**config.mk**
```make
export PLATFORM = sky130hd
export DESIGN_NAME = pot_mac_seq_flat
export DESIGN_NICKNAME = d
export VERILOG_FILES = /design/src/rtl/pot_mac_seq_if.sv /design/src/rtl/pot_mac_seq.sv /design/src/flat_wrapper.sv
export SDC_FILE = /design/constraint.sdc
export NUM_CORES = 1
export LEC_CHECK = 0
export CORE_MARGIN = 2
export CORE_UTILIZATION = 40
export CTS_BUF_LIST = sky130_fd_sc_hd__clkbuf_8
export DETAILED_ROUTE_END_ITERATION = 16
export SYNTH_ARGS = -nofsm -noshare
export SYNTH_HDL_FRONTEND = slang
export SYNTH_SLANG_ARGS = --single-unit
```
**constraint.sdc**
```tcl
create_clock -name clk -period 2.5 [get_ports clk]
set_clock_uncertainty 0.1 [all_clocks]
set_input_delay 0.375 -clock clk [delete_from_list [all_inputs] [get_ports clk]]
set_output_delay 0.375 -clock clk [all_outputs]
set_load 0.005 [all_outputs]
```
**src/rtl/pot_mac_seq_if.sv**
```systemverilog
// Purpose: job control, pair input stream and result stream of pot_mac_seq.
// Latency: none; signal bundle only.
// Backpressure: in_ready throttles the pair stream, out_ready holds the result.
interface pot_mac_seq_if #(
    parameter int WEIGHT_BIT_WIDTH = 4,
    parameter int INPUT_BIT_WIDTH  = 4,
    parameter int MAX_LEN          = 16
);
    localparam int PROD_W = INPUT_BIT_WIDTH + 2**WEIGHT_BIT_WIDTH;
    localparam int LEN_W  = $clog2(MAX_LEN + 1);
    localparam int ACC_W  = PROD_W + LEN_W;

    logic                              start;
    logic [LEN_W-1:0]                  len;
    logic                              busy;
    logic                              in_valid;
    logic                              in_ready;
    logic signed [INPUT_BIT_WIDTH-1:0] in_data;
    logic [WEIGHT_BIT_WIDTH-1:0]       in_weight;
    logic                              out_valid;
    logic                              out_ready;
    logic signed [ACC_W-1:0]           out_acc;
    logic [LEN_W-1:0]                  out_count;

    modport master (
        output start, len, in_valid, in_data, in_weight, out_ready,
        input  busy, in_ready, out_valid, out_acc, out_count
    );

    modport slave (
        input  start, len, in_valid, in_data, in_weight, out_ready,
        output busy, in_ready, out_valid, out_acc, out_count
    );
endinterface

```
**src/rtl/pot_mac_seq.sv**
```systemverilog
// Purpose: sequential power-of-two MAC; one shift term per accepted pair, summed per job.
// Latency: last pair transfer in cycle T -> out_valid in cycle T+2; 1 pair/cycle sustained.
// Backpressure: in_ready only in RUN with pairs left; result held in DONE until out_ready.
module pot_mac_seq #(
    parameter int WEIGHT_BIT_WIDTH = 4,
    parameter int INPUT_BIT_WIDTH  = 4,
    parameter int MAX_LEN          = 16
) (
    input logic          clk,
    input logic          rst,
    pot_mac_seq_if.slave bus
);
    localparam int ZERO_W = 2**WEIGHT_BIT_WIDTH;
    localparam int PROD_W = INPUT_BIT_WIDTH + ZERO_W;
    localparam int LEN_W  = $clog2(MAX_LEN + 1);
    localparam int ACC_W  = PROD_W + LEN_W;

    typedef enum logic [1:0] {IDLE, RUN, DRAIN, DONE} state_t;

    state_t                  state;
    state_t                  state_nxt;
    logic                    in_ready;
    logic                    out_valid;
    logic                    busy;
    logic                    xfer;
    logic [LEN_W-1:0]        len_c;
    logic [LEN_W-1:0]        remaining;
    logic [LEN_W-1:0]        count;
    logic signed [ACC_W-1:0] acc;
    logic [PROD_W-1:0]       p_reg;
    logic                    p_vld;
    logic [PROD_W-1:0]       ext;
    logic [PROD_W-1:0]       shifted;
    logic [PROD_W-1:0]       term;

    // Oversized job lengths saturate at the largest supported job.
    assign len_c = (bus.len > LEN_W'(MAX_LEN)) ? LEN_W'(MAX_LEN) : bus.len;
    assign xfer  = bus.in_valid & in_ready;

    // Shift datapath: input placed at the top of the product word, then scaled down.
    assign ext     = {bus.in_data, {ZERO_W{1'b0}}};
    assign shifted = ext >> bus.in_weight[WEIGHT_BIT_WIDTH-2:0];
    assign term    = bus.in_weight[WEIGHT_BIT_WIDTH-1] ? (PROD_W'(0) - shifted) : shifted;

    // State register.
    always_ff @(posedge clk) begin
        if (rst) state <= IDLE;
        else     state <= state_nxt;
    end

    // Next-state and handshake outputs; start is only honoured in IDLE.
    always_comb begin
        state_nxt = state;
        in_ready  = 1'b0;
        out_valid = 1'b0;
        busy      = 1'b1;
        case (state)
            IDLE: begin
                busy = 1'b0;
                if (bus.start) state_nxt = (len_c == '0) ? DONE : RUN;
            end
            RUN: begin
                in_ready = (remaining != '0);
                if (xfer && remaining == LEN_W'(1)) state_nxt = DRAIN;
            end
            DRAIN: state_nxt = DONE;
            DONE: begin
                out_valid = 1'b1;
                if (bus.out_ready) state_nxt = IDLE;
            end
            default: state_nxt = IDLE;
        endcase
    end

    // Product stage and accumulator: each term lands in acc the cycle after its transfer.
    always_ff @(posedge clk) begin
        if (rst) begin
            remaining <= '0;
            count     <= '0;
            acc       <= '0;
            p_reg     <= '0;
            p_vld     <= 1'b0;
        end else begin
            p_vld <= xfer;
            if (xfer) p_reg <= term;
            if (state == IDLE && bus.start) begin
                remaining <= len_c;
                count     <= '0;
                acc       <= '0;
            end else begin
                if (p_vld) acc <= acc + {{LEN_W{p_reg[PROD_W-1]}}, p_reg};
                if (xfer) begin
                    remaining <= remaining - LEN_W'(1);
                    count     <= count + LEN_W'(1);
                end
            end
        end
    end

    assign bus.in_ready  = in_ready;
    assign bus.out_valid = out_valid;
    assign bus.busy      = busy;
    assign bus.out_acc   = acc;
    assign bus.out_count = count;
endmodule

```
**src/flat_wrapper.sv**
```systemverilog
// flat-port wrapper written by rule: the top's interface ports become plain ports
module pot_mac_seq_flat 
#(
    parameter int WEIGHT_BIT_WIDTH = 4,
    parameter int INPUT_BIT_WIDTH  = 4,
    parameter int MAX_LEN          = 16
)
  (clk, rst, bus_start, bus_len, bus_in_valid, bus_in_data, bus_in_weight, bus_out_ready, bus_busy, bus_in_ready, bus_out_valid, bus_out_acc, bus_out_count);
  pot_mac_seq_if #(.WEIGHT_BIT_WIDTH(WEIGHT_BIT_WIDTH), .INPUT_BIT_WIDTH(INPUT_BIT_WIDTH), .MAX_LEN(MAX_LEN)) bus_i ();
  input logic clk;
  input logic rst;
  input wire logic [$bits(bus_i.start)-1:0] bus_start;
  input wire logic [$bits(bus_i.len)-1:0] bus_len;
  input wire logic [$bits(bus_i.in_valid)-1:0] bus_in_valid;
  input wire logic [$bits(bus_i.in_data)-1:0] bus_in_data;
  input wire logic [$bits(bus_i.in_weight)-1:0] bus_in_weight;
  input wire logic [$bits(bus_i.out_ready)-1:0] bus_out_ready;
  output wire logic [$bits(bus_i.busy)-1:0] bus_busy;
  output wire logic [$bits(bus_i.in_ready)-1:0] bus_in_ready;
  output wire logic [$bits(bus_i.out_valid)-1:0] bus_out_valid;
  output wire logic [$bits(bus_i.out_acc)-1:0] bus_out_acc;
  output wire logic [$bits(bus_i.out_count)-1:0] bus_out_count;
  assign bus_i.start = bus_start;
  assign bus_i.len = bus_len;
  assign bus_i.in_valid = bus_in_valid;
  assign bus_i.in_data = bus_in_data;
  assign bus_i.in_weight = bus_in_weight;
  assign bus_i.out_ready = bus_out_ready;
  assign bus_busy = bus_i.busy;
  assign bus_in_ready = bus_i.in_ready;
  assign bus_out_valid = bus_i.out_valid;
  assign bus_out_acc = bus_i.out_acc;
  assign bus_out_count = bus_i.out_count;
  pot_mac_seq #(.WEIGHT_BIT_WIDTH(WEIGHT_BIT_WIDTH), .INPUT_BIT_WIDTH(INPUT_BIT_WIDTH), .MAX_LEN(MAX_LEN)) u_core (.clk(clk), .rst(rst), .bus(bus_i));
endmodule
```
==> impl_metrics.csv, run 1 <==
group,metric,value,unit
timing,finalCriticalPeriod,2405,ps
synthesis,synth_edf_count,0,
clocking,clk_pin_slew,90,ps
outcome,outcome,"completed",
worst_setup_path,r2r-end,"u_core.bus.out_acc[17]",
synthesis,synth_warnings,0,
floorplan,dieArea,0.008321,sq mm
synthesis,synth_area,0.003043,sq mm
floorplan,core,0.007292,sq mm
place,place_congestion,0.8390,
clocking,cts_hold_buf,0,
routing,dr.pass1.iters,4,
worst_setup_path,r2r_cells,9,
synthesis,ys_types,55,
synthesis,yosysSeqAreaShare,26.32,%
clocking,cts_setup_buffers,0,
routing,vias,2928,
routing,drt_iter0_markers,102,
power_and_ir_drop,switching_share,35.59,%
finish,final_common_cell,"buf_4",
timing,finalSetupViolCount,0,
worst_setup_path,timing.rr.start,"u_core.bus.out_acc[9]",
worst_setup_path,rrSetupSlack,220,ps
routing,wl_per_cell,12.98,microns
floorplan,die_w,91.22,microns
routing,wirelength,7.218,mm
synthesis,synth_cells,382,
finish,drive_above_1_share,13.13,%
finish,largest_register_ffs,16,
floorplan,ios,51,
routing,vias_per_cell,5.266,
global_route,grt_first_pass_wirelength,12.26,mm
global_route,antenna_found_initial,0,
worst_setup_path,worst_setup_path_end_kind,"flop",
power_and_ir_drop,peakVddDrop,0.0003218,V
floorplan,initial_core_util,41.73,%
floorplan,die_h,91.22,microns
power_and_ir_drop,p_total,0.001987,W
synthesis,avgSynthCellArea,7.966,sq um
power_and_ir_drop,netSwitchingPower,0.0007074,W
global_route,grt_max_degree,19,
clocking,clock_latency,300,ps
clocking,htreeDepth,2,
power_and_ir_drop,pwr-share-clk,23.5,%
clocking,cts_inserted_buffers,5,
worst_setup_path,arrival,2510,ps
place,dp_cells,548,
clocking,clockBufferDepth,2,
synthesis,synth_ff_type,"dfxtp_1",
power_and_ir_drop,combPwrFrac,38.3,%
clocking,cts_tree,"done",
timing,min_period_over_period,96.18,%
place,dp_hpwl,5.711,mm
place,portBuffers,41,
finish,final_net_count,499,
global_route,grt.overflow.total,0,
clocking,clockRootBuffer,"clkbuf_8",
routing,postRouteAntennaNets,0,
worst_setup_path,critPathRequiredTime,2610,ps
synthesis,async_reset_ff_share,0,%
power_and_ir_drop,powerDensity,509.6,mW/mm^2
worst_setup_path,critical_path_class,"input pin to flop",
finish,final_cell_mix,"46 x buf_4, 40 x clkdlybuf4s50_1, 40 x dfxtp_1, 35 x a21oi_1, 31 x nor2_1",
floorplan,std_cell_rows,31,
timing,slew_violations,0,
power_and_ir_drop,power_frac_seq,38.2,%
timing,fmax,0.4159,GHz
worst_setup_path,start_kind,"input pin",
finish,postLayoutCoreUtil,53.48,%
timing,holdWs,363.9,ps
finish,final_cells,556,
global_route,grt_pass1_vias,2635,
finish,diodes,0,
global_route,grt_util_all_layers,17.68,%
routing,drcViolationCount,0,
min_path,hp-class,"flop to flop",
flow_run,maxCapViolations,0,
worst_setup_path,endpoint,"u_core.p_reg[17]",
finish,synthToLayoutAreaGrowth,28.17,%
timing,hold_viol,0,
worst_setup_path,crit_fanout,11,
timing,rsz0062_at_grt,"false",
power_and_ir_drop,p_leak,1.559,nW
synthesis,ys_seq_elements,40,
worst_setup_path,startpoint,"bus_in_weight[1]",
power_and_ir_drop,power_report.internal_total,0.001280,W
place,placedInstanceArea,0.003804,sq mm
finish,design_area,0.003900,sq mm
clocking,cts.sinks,40,
-- worst min-delay path by stage --
stage,startpoint,slack (ps),endpoint,cells after the start
floorplan,u_core.p_reg[13],340,u_core.p_reg[13],2
detailed placement,u_core.p_reg[9],360,u_core.p_reg[9],2
CTS,u_core.p_reg[9],370,u_core.p_reg[9],2
global route,u_core.p_reg[9],390,u_core.p_reg[9],2
finish,u_core.p_reg[9],360,u_core.p_reg[9],2
global placement,u_core.p_reg[9],360,u_core.p_reg[9],2
-- cell usage after synthesis, types with 6 or more instances --
| cell type | count | area, sq um |
|---|---|---|
| a211oi_1 | 12 | 90.09 |
| a21o_1 | 12 | 90.09 |
| a21oi_1 | 35 | 175.2 |
| buf_4 | 9 | 67.56 |
| clkbuf_1 | 15 | 56.30 |
| dfxtp_1 | 40 | 800.8 |
| ha_1 | 24 | 300.3 |
| inv_1 | 15 | 56.30 |
| mux2i_1 | 14 | 140.1 |
| nand2_1 | 26 | 97.59 |
| nand3_1 | 19 | 95.09 |
| nand3b_1 | 6 | 45.04 |
| nor2_1 | 31 | 116.4 |
| nor3_1 | 10 | 50.05 |
| o211ai_1 | 6 | 45.04 |
| o21ai_0 | 15 | 75.07 |
| xnor2_1 | 12 | 105.1 |
| xor2_1 | 9 | 78.83 |
-- power groups by stage --
stage | logic, W | registers [W] | clock network [W]
3_5_place_dp | 0.000759 | 0.000775 | 0
4_1_cts | 0.000761 | 0.000759 | 0.000483
2_1_floorplan | 0.000498 | 0.000757 | 0
6_report | 0.000761 | 0.000759 | 0.000468
3_3_place_gp | 0.000748 | 0.000773 | 0
5_1_grt | 0.000852 | 0.000770 | 0.000508
-- metrics by stage --
stage	TNS (ps)	worst slack (ps)
CTS	0	134.6
detailed placement	-1079	-364.3
floorplan	0	218.5
finish	0	95.43
global placement	-900.7	-334.5
global route	0	18.44
-- cell families after synthesis --
logic type	Yosys count	share of synthesized area, %
xor+xnor	21	6.045
simple gates	127	21.13
buf+inv	43	6.743
mux	17	5.838
compound gates	108	23.27
fa+ha+maj	25	10.53
flops	40	26.32
other cells	1	0.1232
-- routing by layer --
metal	vias to the layer above	wire [microns]	GRT usage, %
li1	1525	-	-
met3	9	230	2.407
met4	0	109	5.177
met5	-	0	0
met1	1338	3649	24.18
met2	56	3228	29.01
-- final cells by class --
type	instances	area, sq um
fill	730	3392
multi-input combinational	307	2067
sequential	40	800.8
timing repair buffer	87	754.5
tap	99	123.9
clock buffer	6	82.58
inverter	15	56.30
clock inverter	2	15.01
-- worst max-delay path, cell delays in order --
cell and delay (ps):
clkdlybuf4s50_1 510, buf_4 220, and3_1 180, and2_0 160
a31o_2 240, nor4_1 410, mux2i_1 140, nor4_1 280
-- repair_timing --
action | in CTS | in global routing
hold endpoints to repair | 0 | 0
setup endpoints to repair | 2 | 0
gates resized for setup | 1 | 0
(Power assumes the default switching activity.)
==> run 2, diff against run 1 <==
--- a/config.mk
+++ b/config.mk
@@ -5,6 +5,7 @@
 export SDC_FILE = /design/constraint.sdc
 export NUM_CORES = 1
 export LEC_CHECK = 0
+export ABC_AREA = 1
 export CORE_MARGIN = 2
 export CORE_UTILIZATION = 40
 export CTS_BUF_LIST = sky130_fd_sc_hd__clkbuf_8
==> constraint.sdc (replaced) <==
create_clock -name clk -period 2.5 [get_ports clk]
set_clock_uncertainty 0.1 [all_clocks]
set_input_delay 0.25 -clock clk [delete_from_list [all_inputs] [get_ports clk]]
set_output_delay 0.25 -clock clk [all_outputs]
set_load 0.005 [all_outputs]
==> run 2 against run 1 <==
Net effect: sequential power increased by 10%; cell count increased by 9.0%; clock-buffer cell count unchanged; first-iteration DRC count decreased by 35%; cell area decreased by 7.2%; worst hold slack improved by 26 ps; non-clock buffer count decreased by 41; synthesized cell count increased by 21%; critical endpoint is now u_core.bus.out_acc[19]; highest routed layer unchanged.
==> impl_metrics.csv, run 2 <==
group,metric,value,unit
synthesis,synth_top_area_share,26.34,%
clocking,cts_tree,"done",
min_path,hold-path-endpoint,"u_core.bus.out_acc[9]",
timing,min_period_over_period,87.76,%
place,portBuffers,41,
worst_setup_path,arrival,2290,ps
timing,worst_pin_slew,512.0,ps
timing,rsz0062_at_grt,"false",
synthesis,synth_simple_gate_area_share,32.80,%
finish,final_common_cell,"nand2_1",
timing,slew-limit-headroom,65.82,%
synthesis,synthAdderAreaFrac,10.53,%
floorplan,core,0.007292,sq mm
routing,vias_per_cell,4.916,
synthesis,synth_warnings,0,
finish,final_net_count,549,
clocking,cts_hold_buf,0,
clocking,clock_latency,300,ps
power_and_ir_drop,peakVddDrop,0.0004140,V
worst_setup_path,r2r-end,"u_core.bus.out_acc[19]",
routing,vias,2979,
power_and_ir_drop,powerDensity,616.8,mW/mm^2
worst_setup_path,cpPeakStageDelay,410,ps
worst_setup_path,crit_fanout,4,
synthesis,synth_cells,463,
global_route,grt_pass1_vias,2884,
synthesis,ys_seq_elements,40,
worst_setup_path,worst_setup_path_end_kind,"flop",
synthesis,synth_ff_type,"dfxtp_1",
power_and_ir_drop,power_frac_seq,37.5,%
synthesis,netlist_top_cells_area,"dfxtp_1 26%, nand2_1 12%, ha_1 9.9%, nand3_1 8.2%, inv_1 7.2%",
synthesis,yosysSeqAreaShare,26.34,%
clocking,htreeDepth,2,
place,dp_hpwl,5.718,mm
worst_setup_path,crit_chain,"ha_1 -> fa_1 -> nand3_1 -> nand2_1 -> a21boi_0 -> nor2_1 -> nand2_1 -> a21o_1 -> nand3_1 -> nand2_1 -> inv_1",
synthesis,synth_area,0.003040,sq mm
synthesis,avgSynthCellArea,6.567,sq um
synthesis,synth_xor_area_share,4.033,%
finish,fill_cells,791,
timing,slew_violations,0,
min_path,holdPathStages,2,
worst_setup_path,critical_path_class,"flop to flop",
routing,wirelength,7.108,mm
finish,drive_above_1_share,6.509,%
routing,postRouteAntennaNets,0,
power_and_ir_drop,p_leak,1.836,nW
global_route,grt.overflow.total,0,
clocking,cts_inserted_buffers,5,
timing,finalSetupViolCount,0,
min_path,worstHoldStart,"u_core.bus.out_acc[9]",
floorplan,std_cell_rows,31,
floorplan,ios,51,
timing,hold_viol,0,
clocking,clockBufferDepth,2,
power_and_ir_drop,power_report.internal_total,0.001363,W
synthesis,synth_compound_area_share,14.69,%
finish,diodes,0,
floorplan,initial_core_util,41.70,%
worst_setup_path,crit_top_cell,"nand2_1",
power_and_ir_drop,pwr-share-clk,20.3,%
worst_setup_path,timing.rr.start,"u_core.bus.out_acc[9]",
global_route,grt_util_all_layers,17.92,%
finish,synthToLayoutAreaGrowth,19.05,%
clocking,post_cts_resized,0,
finish,largest_register_ffs,16,
clocking,cts.sinks,40,
worst_setup_path,rrSetupSlack,310,ps
timing,setup_tns,0,ps
power_and_ir_drop,switching_share,38.96,%
global_route,grt_first_pass_wirelength,12.56,mm
power_and_ir_drop,netSwitchingPower,0.0008698,W
synthesis,synth_area_leader_cell,"dfxtp_1",
worst_setup_path,critPathRequiredTime,2600,ps
worst_setup_path,slowest_stage,"fa_1",
routing,wl_per_cell,11.73,microns
synthesis,synth_top_family_by_area,"simple AND/OR/NAND/NOR gates",
synthesis,synth_common_cells,"98 x nand2_1, 58 x inv_1, 50 x nand3_1",
clocking,clockRootBuffer,"clkbuf_8",
outcome,outcome,"completed",
synthesis,ys_types,38,
timing,fmax,0.4558,GHz
routing,drt_iter0_markers,66,
synthesis,synth_edf_count,0,
synthesis,synth_most_common_cell,"nand2_1",
routing,dr.pass1.iters,6,
min_path,hp-class,"flop to flop",
floorplan,die_h,91.19,microns
global_route,antenna_found_initial,0,
clocking,cts_setup_buffers,0,
power_and_ir_drop,combPwrFrac,42.3,%
floorplan,dieArea,0.008315,sq mm
synthesis,async_reset_ff_share,0,%
synthesis,synthMuxAreaShare,0,%
worst_setup_path,r2r_cells,11,
finish,final_cell_mix,"98 x nand2_1, 59 x inv_1, 50 x nand3_1, 47 x nor2_1, 41 x clkdlybuf4s50_1",
clocking,clk_pin_slew,80,ps
flow_run,maxCapViolations,0,
power_and_ir_drop,p_total,0.002233,W
worst_setup_path,start_kind,"flop",
floorplan,die_w,91.19,microns
routing,drcViolationCount,0,
timing,finalCriticalPeriod,2194,ps
place,place_congestion,0.9496,
global_route,grt_max_degree,23,
[run 2: logic make-up after synthesis]
kind of cell / Yosys count
flops: 40
compound gates: 78
simple gates: 225
other cells: 1
xor+xnor: 14
buf+inv: 80
fa+ha+maj: 25
[run 2: metrics by stage]
step	worst slack, ps	cell area, sq um	std cells	utilization [%]	hold WS, ps
2_1_floorplan	496.4	3070	471	-	219.1
6_report	306.1	3620	606	49.64	389.8
3_5_place_dp	264.5	3526	598	48.35	382.2
4_1_cts	326.5	3620	606	49.64	394.6
5_1_grt	84.79	3620	606	49.64	420.8
3_3_place_gp	313.8	3526	598	48.35	371.0
[run 2: cell type report]
cell class | instances | area (sq um) | share of cell area (%)
flip-flops and latches | 40 | 800.8 | 22.12
repair buffers | 46 | 447.9 | 12.37
clock inverters | 2 | 11.26 | 0.3111
well taps | 99 | 123.9 | 3.422
inverters | 62 | 232.7 | 6.429
multi-input cells | 351 | 1921 | 53.06
clock buffers | 6 | 82.58 | 2.281
[run 2: how the worst max path moves through the flow]
| stage | slack (ps) | from | depth (start not counted) | to |
|---|---|---|---|---|
| after floorplan | 500 | u_core.bus.out_acc[9] | 11 | u_core.bus.out_acc[19] |
| after global placement | 310 | bus_in_weight[1] | 13 | u_core.p_reg[19] |
| after detailed placement | 260 | bus_in_weight[1] | 13 | u_core.p_reg[19] |
| after CTS | 330 | u_core.bus.out_acc[9] | 11 | u_core.bus.out_acc[19] |
| after global routing | 80 | u_core.bus.out_acc[9] | 11 | u_core.bus.out_acc[19] |
| final | 310 | u_core.bus.out_acc[9] | 11 | u_core.bus.out_acc[19] |
[run 2: worst max-delay path: cells and delay by family, from the launching register on]
kind            cells  cell delay [ps]
fa+ha+maj           2              630
simple gates        6              500
compound gates      2              500
flops               1              330
buf+inv             1               30
[run 2: power groups by stage]
stage / clock network [W] / registers (W) / logic (W)
5_1_grt: 0.000491 / 0.000853 / 0.00108
3_5_place_dp: 0 / 0.000852 / 0.000944
3_3_place_gp: 0 / 0.000851 / 0.000932
2_1_floorplan: 0 / 0.000822 / 0.000693
6_report: 0.000452 / 0.000836 / 0.000944
4_1_cts: 0.000470 / 0.000838 / 0.000950
[run 2: layer usage]
layer  share of wire, %  up-vias  wire [microns]  GRT usage, %
li1                   -     1581               -             -
met1                 46     1313            3297         22.02
met3                3.9       15             277         2.905
met5                  0        -               0             0
met2                 48       70            3381         31.85
met4                2.1        0             152         5.682
